File: src/rtl/ydiv_pkg.sv
// Shared constants and state encoding for the sequential MIPS divider.
package ydiv_pkg;

  localparam int WIDTH     = 32;
  localparam int DIV_STEPS = 32;

  localparam logic [31:0] DBZ_QUOT = 32'hFFFF_FFFF;

  typedef enum logic [1:0] {
    ST_IDLE = 2'd0,
    ST_RUN  = 2'd1,
    ST_FIX  = 2'd2
  } ydiv_state_e;

endpackage

File: src/rtl/ydiv_step.sv
// One restoring shift-subtract step: shift the dividend MSB into the partial
// remainder and subtract the divisor with a (WIDTH+1)-bit add, carry-in 1.
module ydiv_step
  import ydiv_pkg::*;
#(
  parameter int WIDTH = ydiv_pkg::WIDTH
) (
  input  logic [WIDTH-1:0] rem_i,
  input  logic             dvd_msb_i,
  input  logic [WIDTH-1:0] dvs_i,
  output logic [WIDTH-1:0] rem_o,
  output logic             q_bit_o
);

  logic [WIDTH:0] shifted;
  logic [WIDTH:0] trial;

  assign shifted = {rem_i, dvd_msb_i};
  assign trial   = shifted + {1'b1, ~dvs_i} + (WIDTH+1)'(1);

  // rem < divisor always holds, so the difference fits a signed WIDTH+1
  // value and its top bit is exactly the borrow.
  assign q_bit_o = ~trial[WIDTH];
  assign rem_o   = q_bit_o ? trial[WIDTH-1:0] : shifted[WIDTH-1:0];

endmodule

File: src/rtl/ydiv_seq.sv
// Sequential signed/unsigned divider (DIV/DIVU) with start/done handshake.
// Handshake: start is sampled only in IDLE; done pulses one cycle with q/r/dbz valid.
module ydiv_seq
  import ydiv_pkg::*;
#(
  parameter int WIDTH = ydiv_pkg::WIDTH
) (
  input  logic             clk,
  input  logic             reset,
  input  logic             start,
  input  logic             is_signed,
  input  logic [WIDTH-1:0] a,
  input  logic [WIDTH-1:0] b,
  output logic             busy,
  output logic             done,
  output logic [WIDTH-1:0] q,
  output logic [WIDTH-1:0] r,
  output logic             dbz,
  output ydiv_state_e      dbg_state
);

  ydiv_state_e      state_q, state_d;
  logic [5:0]       cnt_q, cnt_d;
  logic [WIDTH-1:0] rem_q, rem_d;
  logic [WIDTH-1:0] dvd_q, dvd_d;
  logic [WIDTH-1:0] dvs_q, dvs_d;
  logic             neg_quo_q, neg_quo_d;
  logic             neg_rem_q, neg_rem_d;
  logic             dbz_op_q, dbz_op_d;
  logic [WIDTH-1:0] q_q, q_d;
  logic [WIDTH-1:0] r_q, r_d;
  logic             dbz_q, dbz_d;
  logic             done_q, done_d;

  logic [WIDTH-1:0] a_mag, b_mag;
  logic [WIDTH-1:0] step_rem;
  logic             step_bit;

  // -2^31 negates to itself and is read as the unsigned 0x8000_0000.
  assign a_mag = (is_signed && a[WIDTH-1]) ? (~a + WIDTH'(1)) : a;
  assign b_mag = (is_signed && b[WIDTH-1]) ? (~b + WIDTH'(1)) : b;

  ydiv_step #(.WIDTH(WIDTH)) u_step (
    .rem_i     (rem_q),
    .dvd_msb_i (dvd_q[WIDTH-1]),
    .dvs_i     (dvs_q),
    .rem_o     (step_rem),
    .q_bit_o   (step_bit)
  );

  always_comb begin
    state_d   = state_q;
    cnt_d     = cnt_q;
    rem_d     = rem_q;
    dvd_d     = dvd_q;
    dvs_d     = dvs_q;
    neg_quo_d = neg_quo_q;
    neg_rem_d = neg_rem_q;
    dbz_op_d  = dbz_op_q;
    q_d       = q_q;
    r_d       = r_q;
    dbz_d     = dbz_q;
    done_d    = 1'b0;
    case (state_q)
      ST_IDLE: begin
        if (start) begin
          if (b == '0) begin
            // Divide by zero skips RUN; dvd carries the raw dividend to FIX.
            dvd_d    = a;
            dbz_op_d = 1'b1;
            state_d  = ST_FIX;
          end else begin
            dvd_d     = a_mag;
            dvs_d     = b_mag;
            neg_quo_d = is_signed & (a[WIDTH-1] ^ b[WIDTH-1]);
            neg_rem_d = is_signed & a[WIDTH-1];
            rem_d     = '0;
            cnt_d     = '0;
            dbz_op_d  = 1'b0;
            state_d   = ST_RUN;
          end
        end
      end
      ST_RUN: begin
        rem_d = step_rem;
        dvd_d = {dvd_q[WIDTH-2:0], step_bit};
        cnt_d = cnt_q + 6'd1;
        if (cnt_q == 6'(DIV_STEPS - 1)) state_d = ST_FIX;
      end
      ST_FIX: begin
        if (dbz_op_q) begin
          q_d   = DBZ_QUOT;
          r_d   = dvd_q;
          dbz_d = 1'b1;
        end else begin
          q_d   = neg_quo_q ? (~dvd_q + WIDTH'(1)) : dvd_q;
          r_d   = neg_rem_q ? (~rem_q + WIDTH'(1)) : rem_q;
          dbz_d = 1'b0;
        end
        done_d  = 1'b1;
        state_d = ST_IDLE;
      end
      default: state_d = ST_IDLE;
    endcase
  end

  always_ff @(posedge clk) begin
    if (reset) begin
      state_q   <= ST_IDLE;
      cnt_q     <= '0;
      rem_q     <= '0;
      dvd_q     <= '0;
      dvs_q     <= '0;
      neg_quo_q <= 1'b0;
      neg_rem_q <= 1'b0;
      dbz_op_q  <= 1'b0;
      q_q       <= '0;
      r_q       <= '0;
      dbz_q     <= 1'b0;
      done_q    <= 1'b0;
    end else begin
      state_q   <= state_d;
      cnt_q     <= cnt_d;
      rem_q     <= rem_d;
      dvd_q     <= dvd_d;
      dvs_q     <= dvs_d;
      neg_quo_q <= neg_quo_d;
      neg_rem_q <= neg_rem_d;
      dbz_op_q  <= dbz_op_d;
      q_q       <= q_d;
      r_q       <= r_d;
      dbz_q     <= dbz_d;
      done_q    <= done_d;
    end
  end

  // The divide-by-zero pass through FIX is not a busy period.
  assign busy      = (state_q == ST_RUN) || (state_q == ST_FIX && !dbz_op_q);
  assign done      = done_q;
  assign q         = q_q;
  assign r         = r_q;
  assign dbz       = dbz_q;
  assign dbg_state = state_q;

endmodule

File: config.mk
export PLATFORM = sky130hd
export DESIGN_NAME = ydiv_seq
export DESIGN_NICKNAME = d
export VERILOG_FILES = /design/src/rtl/ydiv_pkg.sv /design/src/rtl/ydiv_step.sv /design/src/rtl/ydiv_seq.sv
export SDC_FILE = /design/constraint.sdc
export NUM_CORES = 1
export LEC_CHECK = 0
export CORE_MARGIN = 4
export CORE_UTILIZATION = 52
export DETAILED_ROUTE_END_ITERATION = 6
export PLACE_DENSITY = 0.75
export SLEW_MARGIN = 20
export SYNTH_ARGS = -nofsm -noshare
export SYNTH_HDL_FRONTEND = slang
export SYNTH_HIERARCHICAL = 1
export SYNTH_SLANG_ARGS = --single-unit
File: constraint.sdc
create_clock -name clk -period 4.8 [get_ports clk]
set_input_delay 0.96 -clock clk [delete_from_list [all_inputs] [get_ports clk]]
set_output_delay 0.96 -clock clk [all_outputs]
set_load 0.02 [all_outputs]
; ---- Word-level counts from Yosys, hierarchy flattened
; Index checks and enable logic that the tools add are counted.
[totals]
elab_cells = 71
output_inout_bits = 69
regBits = 173
[op_classes]
reduce_logical = 13
n_eq_ne = 6
bitwise = 10
muxes = 23
addsub = 7
[op_table]
columns = operator, count
row1 = 32-bit 2-to-1 mux, 11
row2 = 32-bit inverter, 5
row3 = "32-bit by 1-bit adder with 32-bit output, second input constant", 4
row4 = 32-bit one-hot mux with 2 select lines, 2
row5 = "33-bit by 1-bit adder with 33-bit output, second input constant", 1
row6 = 33-bit adder, 1
row7 = 32-bit logical NOT, 1
row8 = 6-bit 2-to-1 mux, 2
row9 = 6-bit one-hot mux with 2 select lines, 1
row10 = "6-bit by 1-bit adder with 6-bit output, second input constant", 1
row11 = "6-bit by 5-bit equality test with 1-bit output, second input constant", 1
row12 = 2-bit 2-to-1 mux, 3
row13 = "2-bit != test, second input constant", 3
row14 = 2-bit AND reduction, 3
row15 = 3-bit AND reduction, 2
row16 = 2-bit one-hot mux with 2 select lines, 1
row17 = 1-bit logical AND, 3
row18 = 1-bit 2-to-1 mux, 3
row19 = 1-bit AND, 2
row20 = "2-bit by 1-bit equality test with 1-bit output, second input constant", 1
row21 = "2-bit equality test, second input constant", 1
row22 = 2-bit logical NOT, 1
row23 = 1-bit inverter, 2
row24 = 2-bit nonzero test, 1
row25 = other kinds (3), 3

; ---- Longest topological paths before layout
[logic_depth]
word_depth = 6
depth_mapped = 18
mapped_depth_nobuf = 16

; ---- By module
; The synthesis kept the hierarchy.
[by_module_without_submodules]
columns = mod, area_per_inst_um2, cells_each, instances, seq_area_each_um2
row1 = ydiv_seq, 9605.5, 1214, 1, 3463.3
row2 = ydiv_step, 2358.5, 305, 1, 0.0

; ---- Worst setup path after synthesis
; No wires, ideal clock.
[synth_path]
path_type = register to register
startpoint = register dvd_q[31]
endpoint = register rem_q[10]
path_buffers = 2
required_time_ps = 4668
setup_time_ps = 132
stages_incl_launch_ff = 18
path_slack_ps = 1414
arrival_ps = 3254
cell_sequence = dfxtp_1 > inv_1 > ha_1 > fa_1 > and2b_1 > o2111ai_2 > a21oi_2 > o2111ai_1 > a211oi_2 > nor2_4 > mux2i_4 > and2_4 > buf_12 > inv_8 > buf_12 > mux2_4 > nand2_1 > a21oi_1
[synth_between]
elab_chain_cells = 4
[synth_lines]
columns = element, line_no
row1 = start: declaration, ydiv_seq.sv:25  ; logic [WIDTH-1:0] dvd_q, dvd_d;
row2 = start signal: assignment, ydiv_seq.sv:125  ; dvd_q <= dvd_d;
row3 = 33-bit adder, ydiv_step.sv:19  ; assign trial = shifted + {1'b1, ~dvs_i} + (WIDTH+1)'(1);
row4 = 33-bit by 1-bit adder with 33-bit output, ydiv_step.sv:19
row5 = 32-bit 2-to-1 mux, ydiv_step.sv:24  ; assign rem_o = q_bit_o ? trial[WIDTH-1:0] : shifted[WIDTH-1:0];
row6 = net step_rem[10], ydiv_seq.sv:36  ; logic [WIDTH-1:0] step_rem;
row7 = 32-bit one-hot mux with 2 select lines, ydiv_seq.sv:64  ; case (state_q)
row8 = end signal: assignment, ydiv_seq.sv:124  ; rem_q <= rem_d;
row9 = end: declaration, ydiv_seq.sv:24  ; logic [WIDTH-1:0] rem_q, rem_d;
; The timed path passes the listed nets, and every way through them passes these cells.
; A chain may end at the register's enable or synchronous reset.

; ---- Final worst setup path
[layout_path]
startpoint = register dvd_q[31]
endpoint = register rem_q[3]
; Same word-level chain as after synthesis.

==> impl_metrics.csv <==
group,metric,value,unit
status,run_status,"finished clean",
floorplanning,die-height,160,um
sta,max_slew.worst_pin.slew,1110,ps
placed_design,gp_congestion,0.972,
sta,drv_slew,0,
global_route,grt_pass1_wl,61.2,mm
sta,slew_headroom,26.2,%
setup_path,worst_setup_path_start_kind,"flop",
setup_path,critical_path_arrival,4030,ps
route,route.vias.total,12320,
setup_path,critical_path.top_delay_family,"compound AO/OA/AOI/OAI gates",
run,timing.max_cap.violations,0,
floorplanning,start_util,52.8,%
placed_design,port_buffers,136,
setup_path,critPathCaptureType,"flop",
placed_design,dp_hpwl,27.6,mm
floorplanning,row_count,55,
route,detail_route.iter0.violations,1496,
pwr,pwr-share-clk,26.0,%
pwr,combinational_power_share,42.2,%
route,finalWirelength,38.6,mm
setup_path,timing.critical_path.fanout_max,24,
setup_path,critical_path_class,"flop to flop",
clocking,postCtsSetupBuffers,0,
min_path,worstHoldStart,"q[0]$_SDFFE_PP0P_",
cells_and_area,drive_above_1_share,7.34,%
synthesis,synthesis.instances,1519,
route,avgViaCountPerCell,6.55,
setup_path,startpoint_of_the_worst_slack_reg_to_reg_timing_path,"dvd_q[31]$_SDFFE_PP0P_",
clocking,ctsRootBufferMaster,"clkbuf_16",
route,drc_errors,0,
setup_path,critical_path.slowest_cell,"dfxtp_1",
floorplanning,die_w,160,um
setup_path,timing.critical_path.cells,"inv_1, ha_1, fa_1, and2b_1, o2111ai_2, a21oi_2, o2111ai_1, a211oi_2, nor2_4, mux2i_4, and2_4, inv_8, mux2_2, nand2_1, a21oi_1",
global_route,antenna_found_initial,1,
pwr,sequentialPowerShare,31.9,%
route,wl_cell,20.5,um
route,detail_route.first_pass.iterations,6,
min_path,min_path_cells,2,
floorplanning,top_level_ports,137,
setup_path,critical-path-max-stage-delay,440,ps
synthesis,asyncSetResetFlopFracSynth,0,%
sta,setup_viol,0,
floorplanning,design.die.area,25500,um^2
placed_design,dp_cells,1848,
clocking,tritoncts,"yes",
synthesis,synth_sequential_area_ratio,28.9,%
setup_path,critical_path_buf_inv_count,2,
sta,achievable_clock_frequency,268,MHz
clocking,cts_buffers,17,
synthesis,postSynthNetCount,1625,
floorplanning,fp.coreArea,22600,um^2
setup_path,r2r_setup_slack,1060,ps
pwr,total_switching_power,0.00213,W
route,route.antenna.remaining_nets,0,
pwr,cell_internal_pwr,0.00322,W
cells_and_area,synthToLayoutAreaGrowth,17.0,%
pwr,cellLeakagePower,5.10,nW
synthesis,yosys_register_bits,173,
clocking,clk_pin_slew,70,ps
cells_and_area,finish.net_count,1688,
clocking,worst_skew_pair.late_latency,440,ps
clocking,ctsHoldBuffers,0,
setup_path,r2r-end,"rem_q[3]$_SDFFE_PP0P_",
global_route,grt_use_total,29.1,%
cells_and_area,nFillCells,2001,
cells_and_area,instances_no_fill,1881,
global_route,grt-ovfl-total,0,
global_route,grt_start_max_net_pins,69,
clocking,cts.htree.levels,4,
synthesis,synth_flop_cell,"dfxtp_1",
clocking,cts_resizes,0,
synthesis,synth-edff-count,0,
sta,totalNegativeSetupSlack,0,ps
synthesis,netlist-cell-type-count,96,
sta,layout_worst_path_cycle_share,77.8,%
synthesis,avgSynthCellArea,7.88,um^2
sta,unrepaired_setup_endpoints_after_global_routing,"false",
sta,clock_skew,17.3,ps
sta,final_hold_viol_count,0,
setup_path,worst_r2r_path_depth,15,
sta,final.min_clock_period,3740,ps
clocking,cts.path.max_buffers,2,
min_path,holdPathEnd,"q[0]$_SDFFE_PP0P_",
min_path,min_path_type,"flop to flop",
setup_path,required_time_worst_endpoint,5090,ps
pwr,power.density,383,nW/um^2
pwr,vdd.ir_drop.worst,253,uV
synthesis,ys_warn_count,6,
pwr,p_sw_share,39.8,%
synthesis,post_syn_area,12000,um^2
clocking,clock_sink_count,173,
global_route,number_of_global_route_vias_before_repair,11360,
==> cell families (layout without fill, tap and decap cells) <==
logic type | Yosys count | count (layout) | share of synthesized area, %
AOI/OAI and AO/OA | 522 | 522 | 28.2
and+or+nand+nor | 475 | 475 | 20.9
DFF | 173 | 173 | 28.9
buffers and inverters | 169 | 245 | 6.31
xor gates and xnor gates | 110 | 110 | 8.05
adders and majority gates | 38 | 38 | 4.04
muxes | 32 | 32 | 3.63
other | 0 | 1 | 0
==> worst register-to-register path: cells and delay by family (launching register included) <==
| kind | cells | cell delay (ps) |
|---|---|---|
| AND/OR/NAND/NOR | 4 | 660 |
| multiplexers | 2 | 630 |
| buffers and inverters | 2 | 290 |
| flip-flops | 1 | 440 |
| adder cells (fa/ha/maj) | 2 | 620 |
| AO/OA/AOI/OAI | 5 | 960 |
==> power by group through the flow <==
stage          clock network (W)  logic [W]  registers [W]
2_1_floorplan                  0    0.00188        0.00164
3_3_place_gp                   0    0.00218        0.00172
3_5_place_dp                   0    0.00220        0.00173
4_1_cts                  0.00140    0.00221        0.00169
5_1_grt                  0.00146    0.00244        0.00171
6_report                 0.00139    0.00226        0.00171
==> cell type report <==
type | count | area [um^2] | area share (%)
Clock buffer | 17 | 425 | 3.04
Multi-Input combinational cell | 1177 | 7790 | 55.7
Sequential cell | 173 | 3460 | 24.8
Antenna cell | 1 | 2.50 | 0.0179
Inverter | 52 | 203 | 1.45
Timing Repair Buffer | 161 | 1580 | 11.3
Clock inverter | 15 | 170 | 1.22
Tap cell | 285 | 357 | 2.55
==> cells in the final DEF (no fill, tap or decap), types with 10 or more instances in the layout <==
| master | synthesis | layout |
|---|---|---|
| inv_1 | 51 | 50 |
| a21o_1 | 18 | 18 |
| nor4_1 | 32 | 31 |
| a31oi_1 | 26 | 26 |
| nand2_1 | 106 | 106 |
| and3_1 | 17 | 17 |
| o22ai_1 | 11 | 11 |
| a21oi_1 | 149 | 149 |
| o211ai_1 | 16 | 16 |
| or3_1 | 17 | 17 |
| xnor2_1 | 53 | 53 |
| nor3_1 | 36 | 35 |
| nand4_1 | 10 | 10 |
| o31ai_1 | 25 | 25 |
| o21ai_0 | 123 | 123 |
| clkbuf_16 | 0 | 17 |
| nor2_1 | 90 | 89 |
| clkdlybuf4s50_1 | 0 | 135 |
| a211oi_1 | 21 | 21 |
| nand3_1 | 61 | 61 |
| ha_1 | 37 | 37 |
| dfxtp_1 | 173 | 172 |
| xor2_1 | 57 | 57 |
| nand2b_1 | 18 | 18 |
| a22oi_1 | 26 | 26 |
| mux2_4 | 19 | 19 |
| o41ai_1 | 20 | 20 |
| or4_1 | 30 | 30 |
| buf_4 | 5 | 24 |
==> flip-flops by register name, summed over array words and instances (netlist names) <==
register,cells
r,32
dbg_state,2
dbz_op_q,1
cnt_q,6
neg_rem_q,1
done,1
rem_q,32
neg_quo_q,1
q,32
dvs_q,32
dvd_q,32
dbz,1
==> cell usage after synthesis, drive strengths merged (31+ instances only) <==
library cell / n / area (um^2)
nand3: 61 / 305
or4: 31 / 236
dfxtp: 173 / 3460
nor2: 91 / 349
xor2: 57 / 499
nand2: 106 / 398
clkbuf: 89 / 335
inv: 52 / 203
o21ai: 123 / 616
nor4: 33 / 213
xnor2: 53 / 464
ha: 37 / 463
nor3: 36 / 180
a21oi: 151 / 763
==> metal layers <==
layer / global-route usage (%) / vias up / wire length (um)
met3: 7.56 / 90 / 3790
met4: 9.86 / 0 / 1150
met2: 43.9 / 619 / 17000
li1: - / 5805 / -
met5: 0 / - / 0
met1: 40.4 / 5806 / 16700
==> how the worst max path moves through the flow <==
stage,depth (start not counted),end,from,slack [ps]
after detailed placement,8,cnt_q[3]$_SDFFE_PP0P_,b[0],800
after floorplan,17,rem_q[10]$_SDFFE_PP0P_,dvd_q[31]$_SDFFE_PP0P_,1410
after global routing,15,rem_q[13]$_SDFFE_PP0P_,dvd_q[31]$_SDFFE_PP0P_,860
after global placement,8,cnt_q[5]$_SDFFE_PP0P_,b[0],870
after CTS,15,rem_q[13]$_SDFFE_PP0P_,dvd_q[31]$_SDFFE_PP0P_,1100
final,15,rem_q[3]$_SDFFE_PP0P_,dvd_q[31]$_SDFFE_PP0P_,1060
==> per-stage QoR <==
stage	area, um^2	setup slack (ps)	util, %	power (W)	hold slack [ps]
5_1_grt	14000	865	61.8	0.00561	474
3_5_place_dp	13400	801	59.1	0.00392	444
4_1_cts	14000	1100	61.8	0.00530	454
6_report	14000	1060	61.8	0.00536	449
3_3_place_gp	13300	868	58.9	0.00390	439
2_1_floorplan	12000	1410	-	0.00352	447
Power figures use the tool's default switching activity.
==> RTL change, RTL diff (same flow settings) <==
Change the package constant `WIDTH` from 32 to 64.
--- a/src/rtl/ydiv_pkg.sv
+++ b/src/rtl/ydiv_pkg.sv
@@ -1,7 +1,7 @@
 // Shared constants and state encoding for the sequential MIPS divider.
 package ydiv_pkg;
 
-  localparam int WIDTH     = 32;
+  localparam int WIDTH     = 64;
   localparam int DIV_STEPS = 32;
 
   localparam logic [31:0] DBZ_QUOT = 32'hFFFF_FFFF;
Interface: changed (resized a, b, q and r); port bits go from 137 to 265. No check against the original RTL was run, so the function may have changed too.
==> RTL change against the unedited design <==
Setup slack lost 0.43 ns. Routed wire length is 96% higher. Sequential cell count increased by 160. Non-clock buffer count increased by 158. Total power up 35%. Cell area grew 94%. Area after synthesis increased by 90%. Fmax shrank 10%.
==> RTL change: results (changes against the unedited design) <==
HP-START='q[46]$_SDFFE_PP0P_'  # was q[0]$_SDFFE_PP0P_
IRDROPWORSTVDD_uV=211  # was 253 µV
RRSETUPSLACK_NS=0.63  # was 1.06 ns
GRT_START_MAX_NET_PINS=114  # was 69
TIMING.FINAL.WS_SETUP_NS=0.632  # was 1.06 ns
CRITPATHMAXFANOUT=16  # was 24
TIMING.RR.START='dvd_q[63]$_SDFFE_PP0P_'  # was dvd_q[31]$_SDFFE_PP0P_
YOSYS.CELL_TYPES.COUNT=81  # was 96
POST_SYNTH_MAIN_AREA_CONTRIBUTORS='dfxtp_1, xor2_1, nor2_1'  # was dfxtp_1, a21oi_1, o21ai_0
CLOCK_TREE_BUF_DEPTH=3  # was 2
VIAS=22788  # was 12320
PORT-BUFFER-COUNT=264  # was 136
INSERTION_DELAY_NS=0.56  # was 0.44 ns
SYNTH.YOSYS.SEQ_AREA_SHARE_PCT=29.3  # was 28.9%
MIN_TO='q[46]$_SDFFE_PP0P_'  # was q[0]$_SDFFE_PP0P_
RUN_STATUS='finished clean'  # unchanged
TRITONCTS.NUM_BUFFERS=37  # was 17
GRT_PASS1_WL_UM=118000  # was 61200 µm
DRT-TOTAL-WL_UM=75700  # was 38600 µm
POST-PLACE-WS_NS=0.348  # was 0.801 ns
TIMING.CRITICAL_PATH.SLOWEST_STAGE_CELL='xnor2_4'  # was dfxtp_1
GLOBALPLACE.CONGESTION=0.950  # was 0.972
DIODES=0  # was 1
CP_DATA_ARRIVAL_TIME_NS=4.57  # was 4.03 ns
GRT_PASS1_VIAS=21387  # was 11360
H-TREE-DEPTH=2  # was 4
STARTPOINT='dvd_q[63]$_SDFFE_PP0P_'  # was dvd_q[31]$_SDFFE_PP0P_
TOTAL_LEAKAGE_POWER_nW=10.1  # was 5.10 nW
SYNTH.NET_COUNT=3123  # was 1625
-- RTL change: cell count changes after synthesis, sizes merged, moves of 83 or more --
cell,before,now
nand2,106,249
dfxtp,173,333
nor2,91,321
clkbuf,89,172
xor2,57,179
a22oi,26,118
-- RTL change: metrics by stage --
step | total power, mW | utilization, % | hold slack (ns) | instances
after floorplan | 3.87 | - | 0.436 | 2921
after global placement | 4.31 | 59.8 | 0.438 | 3619
after detailed placement | 4.33 | 59.9 | 0.441 | 3620
after CTS | 7.25 | 62.8 | 0.459 | 3684
after global routing | 7.52 | 62.8 | 0.480 | 3684
final | 7.24 | 62.8 | 0.455 | 3684
-- RTL change: metal layers --
metal  GRT usage (%)  wire length, µm  up-vias
li1                -                -    10937
met1            43.6            34300    10613
met2            47.3            33100     1072
met3            4.59             5790      166
met4            9.58             2540        0
met5               0                0        -
-- RTL change: cell type report --
class	instances	area, µm²	area share [%]
multi-input combinational	2283	14900	55.0
tap	585	732	2.70
clock inverter	16	193	0.711
sequential	333	6670	24.6
timing repair buffer	319	3170	11.7
inverter	100	375	1.38
clock buffer	48	1060	3.90
-- RTL change: cell families after synthesis --
family / synth area share [%]
muxes: 4.14
xor gates and xnor gates: 11.7
DFF: 29.3
buffers and inverters: 5.37
and+or+nand+nor: 19.7
AOI/OAI and AO/OA: 25.8
adders and majority gates: 3.89
-- RTL change: power breakdown --
| group | internal, mW | switching [mW] | leakage (nW) |
|---|---|---|---|
| Clock | 1.73 | 1.21 | 0.597 |
| Combinational | 0.512 | 0.794 | 6.79 |
| Sequential | 2.86 | 0.139 | 2.71 |
-- RTL change: tightest hold or removal path, cell delays in order, from the launching register on --
cell and delay (ns):
dfxtp_1 0.33, nand2_1 0.04, o21ai_0 0.05
